## config.mk

```make
export PLATFORM = sky130hd
export DESIGN_NAME = hoeraa_error_monitor
export DESIGN_NICKNAME = d
export VERILOG_FILES = /design/src/rtl/hoeraa_error_monitor.sv
export SDC_FILE = /design/constraint.sdc
export NUM_CORES = 1
export LEC_CHECK = 0
export ABC_AREA = 1
export BUFFER_PORTS_ARGS = -buffer_cell sky130_fd_sc_hd__buf_2
export CAP_MARGIN = 25
export CORE_ASPECT_RATIO = 1.5
export CORE_MARGIN = 5
export CORE_UTILIZATION = 40
export CTS_CLUSTER_DIAMETER = 200
export DETAILED_ROUTE_END_ITERATION = 8
export PLACE_DENSITY_LB_ADDON = 0.05
export SLEW_MARGIN = 20
export SYNTH_ARGS = -nofsm -noshare
export SYNTH_HDL_FRONTEND = slang
export SYNTH_SLANG_ARGS = --single-unit
```

## constraint.sdc

```tcl
create_clock -name clk -period 6.4 [get_ports clk]
set_input_delay 1.28 -clock clk [delete_from_list [all_inputs] [get_ports clk]]
set_output_delay 1.28 -clock clk [all_outputs]
set_load 0.02 [all_outputs]
```

## src/rtl/hoeraa_error_monitor.sv

```systemverilog
// Error-characterization monitor for the HOERAA approximate adder: accepts (X, Y, S, Co)
// samples over a valid/ready handshake and accumulates error-distance statistics per run.
module hoeraa_error_monitor #(
   parameter int unsigned N           = 16,
   parameter int unsigned K           = 12,
   parameter int unsigned NUM_SAMPLES = 1024,
   parameter int unsigned ACC_W       = 32
) (
   input  logic             clk,
   input  logic             rst,
   input  logic             start,
   input  logic             in_valid,
   output logic             in_ready,
   input  logic [N-1:0]     X,
   input  logic [N-1:0]     Y,
   input  logic [N-1:0]     S,
   input  logic             Co,
   output logic             busy,
   output logic             done,
   output logic [ACC_W-1:0] sample_count,
   output logic [ACC_W-1:0] err_count,
   output logic [ACC_W-1:0] sum_ed,
   output logic [N:0]       max_ed,
   output logic             hi_err
);

   localparam int unsigned CntW = $clog2(NUM_SAMPLES + 1);
   // Wide enough that one add of ED to the accumulator cannot wrap before the saturation test.
   localparam int unsigned SumW = ((ACC_W > N + 1) ? ACC_W : N + 1) + 1;
   localparam logic [CntW-1:0] LastIdx = CntW'(NUM_SAMPLES - 1);

   typedef enum logic [1:0] {StIdle, StRun, StDrain, StDone} state_e;

   state_e          state_q, state_d;
   logic [CntW-1:0] run_cnt_q, run_cnt_d;
   logic            drain_q, drain_d;
   logic            in_ready_q;
   logic            accept;

   logic            s1_valid_q;
   logic [N:0]      s1_exact_q, s1_approx_q;

   logic [ACC_W-1:0] sample_count_q, err_count_q, sum_ed_q;
   logic [N:0]       max_ed_q;
   logic             hi_err_q;

   logic [N:0]       ed;
   logic             hi_diff;
   logic [SumW-1:0]  sum_wide;
   logic [ACC_W-1:0] sum_sat;

   assign in_ready = in_ready_q & ~start;
   assign accept   = in_valid & in_ready;
   assign busy     = (state_q == StRun) || (state_q == StDrain);
   assign done     = (state_q == StDone);

   always_comb begin
      state_d   = state_q;
      run_cnt_d = run_cnt_q;
      drain_d   = drain_q;
      if (start) begin
         state_d   = StRun;
         run_cnt_d = '0;
         drain_d   = 1'b0;
      end else begin
         case (state_q)
            StIdle: ;
            StRun: begin
               if (accept) begin
                  run_cnt_d = run_cnt_q + CntW'(1);
                  if (run_cnt_q == LastIdx) begin
                     state_d = StDrain;
                     drain_d = 1'b0;
                  end
               end
            end
            // drain_q marks the second drain cycle, after which stage 2 has retired.
            StDrain: begin
               drain_d = 1'b1;
               if (drain_q) state_d = StDone;
            end
            StDone: ;
            default: state_d = StIdle;
         endcase
      end
   end

   always_comb begin
      ed       = (s1_exact_q >= s1_approx_q) ? (s1_exact_q - s1_approx_q)
                                             : (s1_approx_q - s1_exact_q);
      hi_diff  = (s1_exact_q[N:K] != s1_approx_q[N:K]);
      sum_wide = SumW'(sum_ed_q) + SumW'(ed);
      sum_sat  = (|sum_wide[SumW-1:ACC_W]) ? '1 : sum_wide[ACC_W-1:0];
   end

   always_ff @(posedge clk) begin
      if (rst) begin
         state_q        <= StIdle;
         run_cnt_q      <= '0;
         drain_q        <= 1'b0;
         in_ready_q     <= 1'b0;
         s1_valid_q     <= 1'b0;
         s1_exact_q     <= '0;
         s1_approx_q    <= '0;
         sample_count_q <= '0;
         err_count_q    <= '0;
         sum_ed_q       <= '0;
         max_ed_q       <= '0;
         hi_err_q       <= 1'b0;
      end else begin
         state_q    <= state_d;
         run_cnt_q  <= run_cnt_d;
         drain_q    <= drain_d;
         in_ready_q <= (state_d == StRun);
         // accept is low whenever start is high, so a restart also flushes stage 1.
         s1_valid_q <= accept;
         if (accept) begin
            s1_exact_q  <= {1'b0, X} + {1'b0, Y};
            s1_approx_q <= {Co, S};
         end
         if (start) begin
            sample_count_q <= '0;
            err_count_q    <= '0;
            sum_ed_q       <= '0;
            max_ed_q       <= '0;
            hi_err_q       <= 1'b0;
         end else begin
            if (accept && (sample_count_q != '1)) sample_count_q <= sample_count_q + ACC_W'(1);
            if (s1_valid_q) begin
               if ((ed != '0) && (err_count_q != '1)) err_count_q <= err_count_q + ACC_W'(1);
               sum_ed_q <= sum_sat;
               if (ed > max_ed_q) max_ed_q <= ed;
               if (hi_diff) hi_err_q <= 1'b1;
            end
         end
      end
   end

   assign sample_count = sample_count_q;
   assign err_count    = err_count_q;
   assign sum_ed       = sum_ed_q;
   assign max_ed       = max_ed_q;
   assign hi_err       = hi_err_q;

endmodule
```

==> out/metrics.csv <==
metric,value,unit
fin_crit_sh,73.41,%
min_path_type,reg -> reg,
cts_resized,0,
fin_worst_skew,6.890,ps
grt_pass1_vias,11637,
cts_root_buffer,clkbuf_16,
cp_slowest_stage_delay,520,ps
slew_violations,0,
yosys_warnings,0,
crit_chain,inv_1 > ha_1 > nand2_1 > nor2_2 > nand2_2 > nor3_4 > nor2_4 > nand2_4 > nand2_1 > o21ai_2 > inv_1 > fa_1 > inv_1 > nand2_1 > o21ai_0 > a21oi_1 > o21bai_1 > nand2_1 > nand2_1 > nand4_1 > inv_1 > nor2_1 > nor2_1,
setup_viol,0,
detail_route.wl_per_cell,14.96,µm
end_kind,flip-flop,
crit_path_top_delay_cell,nand4_1,
setup_ws,1702,ps
ys.flop_type,dfxtp_1,
rsz0062_at_grt,false,
tightest_slew,876.9,ps
synthCells,1841,
dp_hpwl,28070,µm
grt_use_total,21.72,%
initialDrtViolationCount,447,
ys_seq_elements,164,
start_kind,flip-flop,
numCtsBuffers,17,
dieWidth,150.1,µm
coreArea,29290,µm²
fill_cells,3215,
area_growth,15.49,%
clock_sinks,164,
arrival,5080,ps
place_congestion,0.8850,
powerDensity,239.9,nW/µm²
drt_pass1_iterations,5,
port_buffers,169,
slew_headroom,41.40,%
cp_top_family,simple AND/OR/NAND/NOR gates,
syn_avg_cell_area,6.393,µm²
synth-edff-count,0,
clk_pin_slew,70,ps
postCtsSetupRepairBufs,0,
cp.required,6780,ps
post_drt_via_cell_ratio,5.013,
via_count,11971,
ys_async_sr_fraction,0,%
cts_tree,done,
p_leak,6.332,nW
hold_viol,0,
std_cell_rows,77,
crit_buf_inv,4,
num_io_pins,170,
dp_slack,1647,ps
totalWireLength,35730,µm
gr-total-overflow,0,
timing_worst_setup_path_type,reg -> reg,
placed_cell_area,12930,µm²
max_freq,0.2129,GHz
fin_area,13590,µm²
nets,2128,
die_y,220.1,µm
hold_buffers,0,
cpMostUsedCell,nand2_1,
grt_first_pass_wirelength,57200,µm
clockBufferDepth,2,
clk_latency,440,ps
antenna_found_initial,0,
ir_drop,0.2215,mV
diodes,0,
detail-route-antenna-nets,0,
netlist_area,11770,µm²
initial_core_util,40.19,%
path_max_fanout,21,
fin_crit,4698,ps
synth_nets,1988,
grt_max_degree,74,
remaining_drc_errors,0,
synth.distinct_cells,45,
dieArea,33030,µm²
outcome,completed,
drive_gt1_share,12.24,%
synth-seq-area-share,27.89,%
h-tree-depth,4,
fin_tns_setup,0,ps
maxCapViolCount,0,
-- flip-flops by register name (all words and copies together) (netlist names), 2 cells and up --
name,count
err_count,32
state_q,2
max_ed,17
s1_exact_q,17
sum_ed,32
sample_count,32
run_cnt_q,11
s1_approx_q,17
-- cells by family (layout without fill, tap and decap cells) --
| group | Yosys count | in the layout | share of synthesized area [%] |
|---|---|---|---|
| xor+xnor | 51 | 51 | 3.795 |
| compound gates | 337 | 337 | 15.32 |
| simple gates | 840 | 840 | 30.91 |
| fa+ha+maj | 94 | 94 | 10.25 |
| buf+inv | 355 | 507 | 11.83 |
| flops | 164 | 164 | 27.89 |
-- per-stage QoR --
step           hold WS [ps]  power (mW)  cells  utilization (%)
5_1_grt               489.1       3.477   2388            46.41
3_3_place_gp          445.9       2.131   2354            43.99
2_1_floorplan         432.8       1.856   1841                -
3_5_place_dp          459.2       2.138   2356            44.15
6_report              471.5       3.261   2388            46.41
4_1_cts               474.4       3.299   2387            46.37
-- worst register-to-register path: stages (launching register included) --
cell and delay (ps):
dfxtp_1 380, inv_1 60, ha_1 430, nand2_1 140
nor2_2 190, nand2_2 110, nor3_4 200, nor2_4 70
nand2_4 200, nand2_1 100, o21ai_2 110, inv_1 110
fa_1 430, inv_1 70, nand2_1 40, o21ai_0 340
a21oi_1 160, o21bai_1 270, nand2_1 80, nand2_1 200
nand4_1 520, inv_1 260, nor2_1 70, nor2_1 80
-- final timing paths --
| kind | cells after the start | to | slack [ps] | from |
|---|---|---|---|---|
| max | 23 | sum_ed[17]$_SDFFE_PP0P_ | 1700 | s1_exact_q[15]$_SDFFE_PP0P_ |
| min | 2 | run_cnt_q[9]$_SDFFE_PP0P_ | 470 | run_cnt_q[9]$_SDFFE_PP0P_ |
| max reg2reg | 23 | sum_ed[17]$_SDFFE_PP0P_ | 1700 | s1_exact_q[15]$_SDFFE_PP0P_ |
| min reg2reg | 2 | run_cnt_q[9]$_SDFFE_PP0P_ | 470 | run_cnt_q[9]$_SDFFE_PP0P_ |
-- final cells by class --
cell class              count  area (µm²)  share of cell area, %
clock buffers              21       480.5                  3.535
clock inverters            10       170.2                  1.252
multi-input cells        1322        7104                  52.26
repair buffers            176       934.6                  6.876
flip-flops and latches    164        3283                  24.15
well taps                 395       494.2                  3.636
inverters                 300        1126                  8.284
-- Yosys cell counts (7+ instances only) --
master | instances | area [µm²]
inv_2 | 10 | 37.54
a211oi_1 | 7 | 52.55
nand2_1 | 422 | 1584
a21oi_1 | 158 | 790.8
nand4_1 | 58 | 362.9
clkbuf_1 | 37 | 138.9
ha_1 | 90 | 1126
o21ai_0 | 129 | 645.6
xnor2_1 | 18 | 157.7
nor3_1 | 47 | 235.2
inv_1 | 289 | 1085
nor4_1 | 22 | 137.6
a31oi_1 | 16 | 100.1
xor2_1 | 33 | 289.0
nand3_1 | 88 | 440.4
dfxtp_1 | 164 | 3283
nor2_1 | 175 | 656.9
-- power breakdown --
part / total [mW] / switching (mW) / internal (mW)
sequential: 1.04 / 0.00957 / 1.03
clock: 1.15 / 0.449 / 0.697
combinational: 1.07 / 0.721 / 0.350
total: 3.26 / 1.18 / 2.08
-- cells in the final DEF, fill, tap and decap left out, drive strengths merged, types with 2 or more instances in the layout --
cell type and count:
nor3b 5, o21bai 6, clkinv 3, nor2 181
or2 3, nand2 429, bufinv 4, buf 176
o21a 3, nand3 90, a211oi 7, a221oi 2
fa 4, nand4 58, xor2 33, a21boi 3
a31oi 16, inv 301, o211ai 2, dfxtp 164
clkbuf 21, o21ai 133, a21oi 159, xnor2 18
clkinvlp 2, nor4 22, ha 90, a21o 3
o221ai 2, nor3 49
-- layer usage --
| layer | vias up | track usage (%) | part of all wire (%) |
|---|---|---|---|
| li1 | 6274 | - | - |
| met5 | - | 0 | 0 |
| met3 | 51 | 2.736 | 2.7 |
| met4 | 0 | 8.120 | 2.7 |
| met2 | 170 | 42.86 | 55 |
| met1 | 5476 | 23.00 | 39 |
No activity file was read; power rests on OpenSTA's default activity.
